`src/rtl/psa_pkg.sv`:
```
// Package for the pipelined segmented adder.
// Contents:
//   PSA_DEFAULT_WIDTH / PSA_DEFAULT_SEG_WIDTH : default operand and segment widths
//   seg_t                                     : one segment at the default segment width
//   psa_stage_count()                         : pipeline depth for a width/segment pair
package psa_pkg;

    localparam int PSA_DEFAULT_WIDTH     = 64;
    localparam int PSA_DEFAULT_SEG_WIDTH = 16;

    typedef logic [PSA_DEFAULT_SEG_WIDTH-1:0] seg_t;

    // A degenerate segment width still yields a legal depth of one, so that
    // the elaboration error in the top is the only thing that gets reported.
    function automatic int psa_stage_count(input int width, input int seg_width);
        int count_v;
        if (seg_width < 1) begin
            count_v = 1;
        end else if (width < seg_width) begin
            count_v = 1;
        end else begin
            count_v = width / seg_width;
        end
        return count_v;
    endfunction

endpackage

```
`src/rtl/psa_stage.sv`:
```
// One pipeline stage of the segmented adder.
// Adds segment IDX of the operands plus the incoming carry, splices the
// segment result into the partial sum, and registers everything. The full
// operand words ride along so that later stages find their segments.
// Ports:
//   clk, rst        clock, asynchronous active-high reset
//   advance         1 = load new contents, 0 = hold
//   in_valid        valid bit from the previous stage
//   in_a, in_b      operand words (b already inverted for subtraction)
//   in_sum          partial sum with segments below IDX finished
//   in_carry        carry into this segment
//   out_*           registered versions for the next stage
//   out_ovf         signed overflow as if this segment held the MSB
module psa_stage
    import psa_pkg::*;
#(
    parameter int WIDTH     = PSA_DEFAULT_WIDTH,
    parameter int SEG_WIDTH = PSA_DEFAULT_SEG_WIDTH,
    parameter int IDX       = 0
) (
    input  logic             clk,
    input  logic             rst,
    input  logic             advance,
    input  logic             in_valid,
    input  logic [WIDTH-1:0] in_a,
    input  logic [WIDTH-1:0] in_b,
    input  logic [WIDTH-1:0] in_sum,
    input  logic             in_carry,
    output logic             out_valid,
    output logic [WIDTH-1:0] out_a,
    output logic [WIDTH-1:0] out_b,
    output logic [WIDTH-1:0] out_sum,
    output logic             out_carry,
    output logic             out_ovf
);

    localparam int LSB = IDX * SEG_WIDTH;

    logic [SEG_WIDTH-1:0] a_seg_s;
    logic [SEG_WIDTH-1:0] b_seg_s;
    logic [SEG_WIDTH-1:0] seg_sum_s;
    logic                 seg_carry_s;
    logic                 msb_cin_s;
    logic [WIDTH-1:0]     sum_next_s;

    logic                 valid_r;
    logic [WIDTH-1:0]     a_r;
    logic [WIDTH-1:0]     b_r;
    logic [WIDTH-1:0]     sum_r;
    logic                 carry_r;
    logic                 ovf_r;

    assign a_seg_s = in_a[LSB +: SEG_WIDTH];
    assign b_seg_s = in_b[LSB +: SEG_WIDTH];
    assign {seg_carry_s, seg_sum_s} = {1'b0, a_seg_s} + {1'b0, b_seg_s}
                                    + {{SEG_WIDTH{1'b0}}, in_carry};

    // Carry into the top bit of the segment is recovered from its sum bit.
    assign msb_cin_s = seg_sum_s[SEG_WIDTH-1] ^ a_seg_s[SEG_WIDTH-1] ^ b_seg_s[SEG_WIDTH-1];

    // Replace this stage's segment in the partial sum, keep the rest.
    always_comb begin
        sum_next_s                   = in_sum;
        sum_next_s[LSB +: SEG_WIDTH] = seg_sum_s;
    end

    // Stage registers: load together on advance, otherwise hold.
    always_ff @(posedge clk or posedge rst) begin
        if (rst) begin
            valid_r <= 1'b0;
            a_r     <= '0;
            b_r     <= '0;
            sum_r   <= '0;
            carry_r <= 1'b0;
            ovf_r   <= 1'b0;
        end else if (advance) begin
            valid_r <= in_valid;
            a_r     <= in_a;
            b_r     <= in_b;
            sum_r   <= sum_next_s;
            carry_r <= seg_carry_s;
            ovf_r   <= msb_cin_s ^ seg_carry_s;
        end
    end

    assign out_valid = valid_r;
    assign out_a     = a_r;
    assign out_b     = b_r;
    assign out_sum   = sum_r;
    assign out_carry = carry_r;
    assign out_ovf   = ovf_r;

endmodule

```
`src/rtl/pipelined_seg_adder.sv`:
```
// Pipelined segmented ripple-carry adder: one SEG_WIDTH segment per stage,
// carry registered between stages, STAGES = WIDTH/SEG_WIDTH cycles latency,
// one result per cycle, valid/ready with full backpressure (the whole
// pipeline advances together or holds).
// Optional feature macro: PSA_SUB_EN adds port 'sub' (1 = a - b; b inverted,
// stage-0 carry forced to 1, c_in ignored).
// Ports:
//   clk, rst            clock, asynchronous active-high reset
//   in_valid, in_ready  input handshake (in_ready is combinational)
//   a, b, c_in          operands and carry into bit 0
//   sub                 only with PSA_SUB_EN
//   out_valid, out_ready output handshake
//   sum, c_out, ovf     registered result, carry out, signed overflow
module pipelined_seg_adder
    import psa_pkg::*;
#(
    parameter int WIDTH     = PSA_DEFAULT_WIDTH,
    parameter int SEG_WIDTH = PSA_DEFAULT_SEG_WIDTH
) (
    input  logic             clk,
    input  logic             rst,
    input  logic             in_valid,
    output logic             in_ready,
    input  logic [WIDTH-1:0] a,
    input  logic [WIDTH-1:0] b,
    input  logic             c_in,
`ifdef PSA_SUB_EN
    input  logic             sub,
`endif
    output logic             out_valid,
    input  logic             out_ready,
    output logic [WIDTH-1:0] sum,
    output logic             c_out,
    output logic             ovf
);

    localparam int STAGES = psa_stage_count(WIDTH, SEG_WIDTH);

    if (SEG_WIDTH < 1) begin : g_bad_seg
        $error("pipelined_seg_adder: SEG_WIDTH must be at least 1");
    end else if ((WIDTH % SEG_WIDTH) != 0) begin : g_bad_width
        $error("pipelined_seg_adder: WIDTH must be a multiple of SEG_WIDTH");
    end

    logic             advance_s;
    logic [WIDTH-1:0] b_eff_s;
    logic             carry0_s;

    // Element k feeds stage k; element STAGES is the last stage's output.
    logic             valid_chain_s [0:STAGES];
    logic [WIDTH-1:0] a_chain_s     [0:STAGES];
    logic [WIDTH-1:0] b_chain_s     [0:STAGES];
    logic [WIDTH-1:0] sum_chain_s   [0:STAGES];
    logic             carry_chain_s [0:STAGES];
    logic             ovf_chain_s   [1:STAGES];

`ifdef PSA_SUB_EN
    assign b_eff_s  = sub ? ~b : b;
    assign carry0_s = sub ? 1'b1 : c_in;
`else
    assign b_eff_s  = b;
    assign carry0_s = c_in;
`endif

    // Empty bubbles are not collapsed: everything moves only on advance.
    assign advance_s = !out_valid || out_ready;
    assign in_ready  = advance_s;

    assign valid_chain_s[0] = in_valid;
    assign a_chain_s[0]     = a;
    assign b_chain_s[0]     = b_eff_s;
    assign sum_chain_s[0]   = '0;
    assign carry_chain_s[0] = carry0_s;

    for (genvar k = 0; k < STAGES; k++) begin : g_stage
        psa_stage #(
            .WIDTH     (WIDTH),
            .SEG_WIDTH (SEG_WIDTH),
            .IDX       (k)
        ) u_stage (
            .clk       (clk),
            .rst       (rst),
            .advance   (advance_s),
            .in_valid  (valid_chain_s[k]),
            .in_a      (a_chain_s[k]),
            .in_b      (b_chain_s[k]),
            .in_sum    (sum_chain_s[k]),
            .in_carry  (carry_chain_s[k]),
            .out_valid (valid_chain_s[k+1]),
            .out_a     (a_chain_s[k+1]),
            .out_b     (b_chain_s[k+1]),
            .out_sum   (sum_chain_s[k+1]),
            .out_carry (carry_chain_s[k+1]),
            .out_ovf   (ovf_chain_s[k+1])
        );
    end

    assign out_valid = valid_chain_s[STAGES];
    assign sum       = sum_chain_s[STAGES];
    assign c_out     = carry_chain_s[STAGES];
    assign ovf       = ovf_chain_s[STAGES];

endmodule

```
`config.mk`:
```
export PLATFORM = sky130hd
export DESIGN_NAME = pipelined_seg_adder
export DESIGN_NICKNAME = d
export VERILOG_FILES = /design/src/rtl/psa_pkg.sv /design/src/rtl/psa_stage.sv /design/src/rtl/pipelined_seg_adder.sv
export SDC_FILE = /design/constraint.sdc
export NUM_CORES = 1
export LEC_CHECK = 0
export CORE_UTILIZATION = 30
export DETAILED_ROUTE_END_ITERATION = 10
export MAX_ROUTING_LAYER = met4
export PLACE_DENSITY_LB_ADDON = 0.2
export SYNTH_ARGS = -nofsm -noshare
export SYNTH_HDL_FRONTEND = slang
export SYNTH_SLANG_ARGS = --single-unit
```
`constraint.sdc`:
```
create_clock -name clk -period 13.9 [get_ports clk]
set_input_delay 1.39 -clock clk [delete_from_list [all_inputs] [get_ports clk]]
set_output_delay 1.39 -clock clk [all_outputs]
set_load 0.01 [all_outputs]
```
==> results of run 1 <==
metal layers:
metal  wire length (um)  part of all wire (%)  vias up
li1                   -                     -     6165
met1              17800                    47     5770
met2              17300                    45      186
met3               1970                   5.2       63
met4                997                   2.6        0
met5                  0                     0        -
cell usage in the layout (no fill, tap or decap), types with 7 or more instances in the layout:
master           instances
o21ai_1                  9
a21oi_1                 66
xnor2_1                 13
clkdlybuf4s50_1        200
nor2_1                  53
nor3_1                   7
nand2b_1                13
o21ai_0                 56
ha_1                    60
inv_1                   22
fa_1                     8
clkbuf_16               43
nand2_1                920
xor2_1                  33
dfrtp_1                361
clkbuf_8                10
a21o_1                  15
o21a_1                  16
clkbuf_1                11
critical path, stage by stage:
cell	delay, ps
clkdlybuf4s50_1	500
nor2b_4	70
inv_8	550
clkdlybuf4s50_1	690
per-stage QoR:
stage,hold WS [ps],utilization (%),cells
2_1_floorplan,430,-,1816
3_3_place_gp,449,35.5,2630
3_5_place_dp,455,35.5,2630
4_1_cts,467,38.3,2707
5_1_grt,483,38.3,2709
6_report,462,38.3,2710
final cells by class:
cell class | instances | area, sq um
Fill cell | 5423 | 32600
Sequential cell | 361 | 9030
Multi-Input combinational cell | 1351 | 6640
Timing Repair Buffer | 206 | 2080
Clock buffer | 64 | 1250
Tap cell | 688 | 861
Clock inverter | 13 | 201
Inverter | 24 | 105
Antenna cell | 3 | 7.51
report_power, final:
| group | internal (mW) | switching, mW | total [mW] |
|---|---|---|---|
| clock | 0.716 | 0.444 | 1.16 |
| combinational | 0.773 | 0.992 | 1.76 |
| sequential | 1.51 | 0.256 | 1.77 |
how the worst min path moves through the flow:
| stage | startpoint | end | slack [ps] | cells past startpoint |
|---|---|---|---|---|
| 4_1_cts | g_stage[2].u_stage.out_sum[8]$_DFFE_PP0P_ | g_stage[2].u_stage.out_sum[8]$_DFFE_PP0P_ | 470 | 2 |
| 2_1_floorplan | g_stage[2].u_stage.out_valid$_DFFE_PP0P_ | g_stage[2].u_stage.out_valid$_DFFE_PP0P_ | 430 | 2 |
| 3_5_place_dp | g_stage[2].u_stage.out_sum[8]$_DFFE_PP0P_ | g_stage[2].u_stage.out_sum[8]$_DFFE_PP0P_ | 460 | 2 |
| 5_1_grt | g_stage[0].u_stage.out_b[51]$_DFFE_PP0P_ | g_stage[0].u_stage.out_b[51]$_DFFE_PP0P_ | 480 | 2 |
| 6_report | g_stage[3].u_stage.out_sum[15]$_DFFE_PP0P_ | g_stage[3].u_stage.out_sum[15]$_DFFE_PP0P_ | 460 | 2 |
| 3_3_place_gp | g_stage[2].u_stage.out_sum[8]$_DFFE_PP0P_ | g_stage[2].u_stage.out_sum[8]$_DFFE_PP0P_ | 450 | 2 |
registers in the layout (all words and copies together), names as in the netlist:
register / flops
g_stage.u_stage.out_a: 96
g_stage.u_stage.out_b: 96
g_stage.u_stage.out_carry: 4
g_stage.u_stage.out_ovf: 1
g_stage.u_stage.out_sum: 160
g_stage.u_stage.out_valid: 4
logic make-up after synthesis:
logic type,synth area share [%]
simple gates,24.9
flops,56.3
compound gates,8.12
buf+inv,2.43
fa+ha+maj,5.67
xor+xnor,2.51
mux,0.0701
==> results.yml, run 1 <==
outcome:
  status: "finished, violations left"
  violations: "DRC"
clocking:
  clkTransAtPathRegs_ps: 50
  cts_resized: 0
  tritoncts: "done"
  clock_latency_ps: 570
  cts_buffers: 43
  clock_tree.root_cell: "clkbuf_16"
  cts_sinks: 361
  cts_buffer_depth: 3
  htree_levels: 2
  cts_setup_buffers: 0
  cts_hold_buf: 0
timing:
  rsz0062_at_grt: "no"
  tns_ps: 0
  finalCriticalPeriod_ps: 4670
  fmax_mhz: 214
  slew_viol_final: 0
  fin_ws_ps: 9230
  tightest_slew_ps: 1080
  min_period_over_period_pct: 33.6
  finalHoldViolCount: 0
  relSlewSlack_pct: 28.3
  setup_viol: 0
  skew_ps: 17.2
global_routing:
  grt_max_degree: 204
  grt_use_met3_pct: 2.93
  use_met2_pct: 22.7
  antenna_found_initial: 2
  grt_busiest_layer: "met2"
  grt_pass1_vias: 12400
  grt_pass1_wl_mm: 62.6
  use_met1_pct: 19.1
  grt-ovfl-total: 0
  track_usage_pct: 14.7
power:
  ir_worst_vdd_mv: 0.140
  p_per_area_nw_per_um2: 232
  power_mw: 4.69
  p_leak_nw: 10.0
place:
  place_congestion: 0.843
  port-buffer-count: 200
  pre_cts_ws_ps: 9100
  dp_hpwl_mm: 24.9
  place_area_sq_um: 18700
floorplan:
  io_pins: 201
  rows: 84
  die_x_um: 233
  core_sq_um: 52800
  die_h_um: 233
  start_util_pct: 30.4
  die_area_sq_um: 54500
synth:
  synth_nets: 2017
  async_flop_share_pct: 100
  yosys_warnings: 0
  synthTopCellsByArea: "dfrtp_1 56%, nand2_1 22%, ha_1 4.7%, a21oi_1 2.1%, xor2_1 1.8%"
  synth_top_cell_area_share_pct: 56.3
  synth_seq_cells: 361
  syn_area_per_cell_sq_um: 8.84
  syn_area_sq_um: 16100
  synthTopCellsByCount: "920 x nand2_1, 361 x dfrtp_1, 71 x clkbuf_1"
  ys_seq_area_share_pct: 56.3
  synth-edff-count: 0
  synth_ff_type: "dfrtp_1"
  synthDistinctLibCells: 62
  yosysMostFrequentCell: "nand2_1"
  synthCells: 1816
  synth_top_area_cell: "dfrtp_1"
worst_setup_path:
  crit_type: "primary input to output port"
  crit_start: "out_ready"
  critPathCaptureType: "output port"
  path_max_fanout: 165
  crit_end: "in_ready"
  worst_ep_required_time_ps: 12510
  reg2reg_depth: 5
  start_kind: "primary input"
  cp.arrival_ps: 3280
  r2r-end: "g_stage[3].u_stage.out_sum[58]$_DFFE_PP0P_"
  ff2ff_setup_slack_ps: 10700
  r2r_start: "g_stage[3].u_stage.out_valid$_DFFE_PP0P_"
drt:
  first_pass_iters: 8
  routed_wl_mm: 38.1
  wire_per_inst_um: 14.0
  vias_per_cell: 4.50
  drc: 64
  ant_nets: 0
  vias: 12200
  drtIter0Drc: 731
layout:
  design_area_sq_um: 20200
  nets: 2188
  layout-drive-gt1-share_pct: 4.41
  syn2layout_area_growth_pct: 25.7
run:
  drv_cap: 0
min_path:
  hp-class: "register to register"
(Power assumes the default switching activity.)
==> inputs of run 2 (changes only) <==
==> constraint.sdc (replaced) <==
create_clock -name clk -period 4.7 [get_ports clk]
set_input_delay 0.47 -clock clk [delete_from_list [all_inputs] [get_ports clk]]
set_output_delay 0.47 -clock clk [all_outputs]
set_load 0.01 [all_outputs]
==> run 2 against run 1 <==
Compared with the run above: hold slack worse by 79 ps; count of clock-buffer cells in the layout up 2; the flow still finishes with violations (DRC); first-iteration DRC count up 14%; sequential power rose to 3.0 times the previous value; cell count up 0.15%; via count up 0.30%; global-route usage up 0.22 points.
==> results.yml, run 2 (synthesized netlist as in run 1, its figures left out) <==
outcome:
  status: "finished, violations left"
  violations: "DRC"
drt:
  ant_nets: 0
  vias_per_cell: 4.50
  vias: 12200
  drc: 48
  wire_per_inst_um: 14.2
  routed_wl_mm: 38.7
  first_pass_iters: 8
  drtIter0Drc: 833
worst_setup_path:
  r2r_start: "g_stage[1].u_stage.out_a[32]$_DFFE_PP0P_"
  critPathCaptureType: "register"
  ff2ff_setup_slack_ps: 1740
  cp.arrival_ps: 3360
  worst_ep_required_time_ps: 5090
  start_kind: "register"
  path_max_fanout: 3
  reg2reg_depth: 11
  r2r-end: "g_stage[2].u_stage.out_sum[46]$_DFFE_PP0P_"
  crit_type: "register to register"
layout:
  design_area_sq_um: 20300
  final_common_cell: "nand2_1"
  nets: 2192
  largest_reg_flops: 160
  layout-drive-gt1-share_pct: 4.80
  instances_no_fill: 2714
  syn2layout_area_growth_pct: 26.6
  fillers: 5365
  final_cell_mix: "920 x nand2_1, 361 x dfrtp_1, 200 x clkdlybuf4s50_1"
clocking:
  clock_tree.root_cell: "clkbuf_16"
  tritoncts: "done"
  cts_hold_buf: 0
  cts_resized: 0
  cts_setup_buffers: 0
  clkTransAtPathRegs_ps: 60
  cts_buffers: 44
  cts_sinks: 361
  cts_buffer_depth: 3
  clock_latency_ps: 560
  htree_levels: 2
global_routing:
  grt_max_degree: 195
  grt_pass1_vias: 12200
  antenna_found_initial: 2
  grt-ovfl-total: 0
  grt_pass1_wl_mm: 63.5
  track_usage_pct: 15.0
min_path:
  hp-class: "primary input to asynchronous set/reset pin"
timing:
  slew_viol_final: 0
  fin_ws_ps: 1740
  finalHoldViolCount: 0
  min_period_over_period_pct: 63.1
  finalCriticalPeriod_ps: 2960
  rsz0062_at_grt: "no"
  relSlewSlack_pct: 38.8
  tightest_slew_ps: 918
  setup_viol: 0
  skew_ps: 19.5
  tns_ps: 0
  fmax_mhz: 337
power:
  p_leak_nw: 10.1
  p_per_area_nw_per_um2: 691
  ir_worst_vdd_mv: 0.287
floorplan:
  rows: 84
  die_h_um: 233
  die_x_um: 233
  io_pins: 201
  die_area_sq_um: 54500
  start_util_pct: 30.4
  core_sq_um: 52800
place:
  pre_cts_ws_ps: 1410
  place_area_sq_um: 18800
  dp_cells: 2633
  dp_hpwl_mm: 25.7
  port-buffer-count: 200
  place_congestion: 0.839
run:
  drv_cap: 0
## run 2: critical path, stage by stage, from the launching register on
cell and delay [ps]:
dfrtp_1 400, fa_1 510, inv_1 110, fa_1 200
nor2b_1 50, o21ai_1 170, a21oi_1 130, o41ai_1 440
o21ai_1 220, o31ai_1 320, xor2_1 160, o21ai_0 80
## run 2: metal layers
layer | vias up | global-route usage [%] | part of all wire (%)
met2 | 220 | 23.2 | 45
met5 | - | - | 0
met4 | 0 | 5.37 | 2.6
li1 | 6166 | - | -
met1 | 5767 | 19.6 | 47
met3 | 67 | 2.67 | 5.6
## run 2: report_power, final
group | internal (mW) | switching [mW] | total (mW)
Clock | 2.25 | 1.33 | 3.58
Combinational | 2.29 | 2.93 | 5.22
Sequential | 4.47 | 0.771 | 5.24
Total | 9.02 | 5.03 | 14.0
## run 2: stage by stage
step / util [%] / hold slack (ps) / total power [mW]
finish: 38.5 / 383 / 14.0
global route: 38.5 / 424 / 15.2
CTS: 38.5 / 365 / 14.3
detailed placement: 35.6 / 455 / 10.6
global placement: 35.6 / 450 / 10.5
floorplan: - / 430 / 8.74
## run 2: final cells by class
type / instances / area (sq um) / area share [%]
Sequential cell: 361 / 9030 / 44.4
Multi-Input combinational cell: 1351 / 6640 / 32.7
Timing Repair Buffer: 209 / 2140 / 10.5
Clock buffer: 66 / 1360 / 6.66
Tap cell: 688 / 861 / 4.23
Clock inverter: 11 / 184 / 0.905
Inverter: 24 / 101 / 0.498
Antenna cell: 4 / 10.0 / 0.0492
## run 2: worst max path at each step
| stage | start | endpoint | slack, ps |
|---|---|---|---|
| 6_report | g_stage[1].u_stage.out_a[32]$_DFFE_PP0P_ | g_stage[2].u_stage.out_sum[46]$_DFFE_PP0P_ | 1740 |
| 5_1_grt | g_stage[1].u_stage.out_a[32]$_DFFE_PP0P_ | g_stage[2].u_stage.out_sum[46]$_DFFE_PP0P_ | 1530 |
| 4_1_cts | g_stage[1].u_stage.out_a[32]$_DFFE_PP0P_ | g_stage[2].u_stage.out_sum[46]$_DFFE_PP0P_ | 1750 |
| 3_5_place_dp | a[0] | g_stage[0].u_stage.out_sum[14]$_DFFE_PP0P_ | 1410 |
| 3_3_place_gp | a[0] | g_stage[0].u_stage.out_sum[14]$_DFFE_PP0P_ | 1460 |
| 2_1_floorplan | rst | g_stage[0].u_stage.out_a[16]$_DFFE_PP0P_ | -610 |
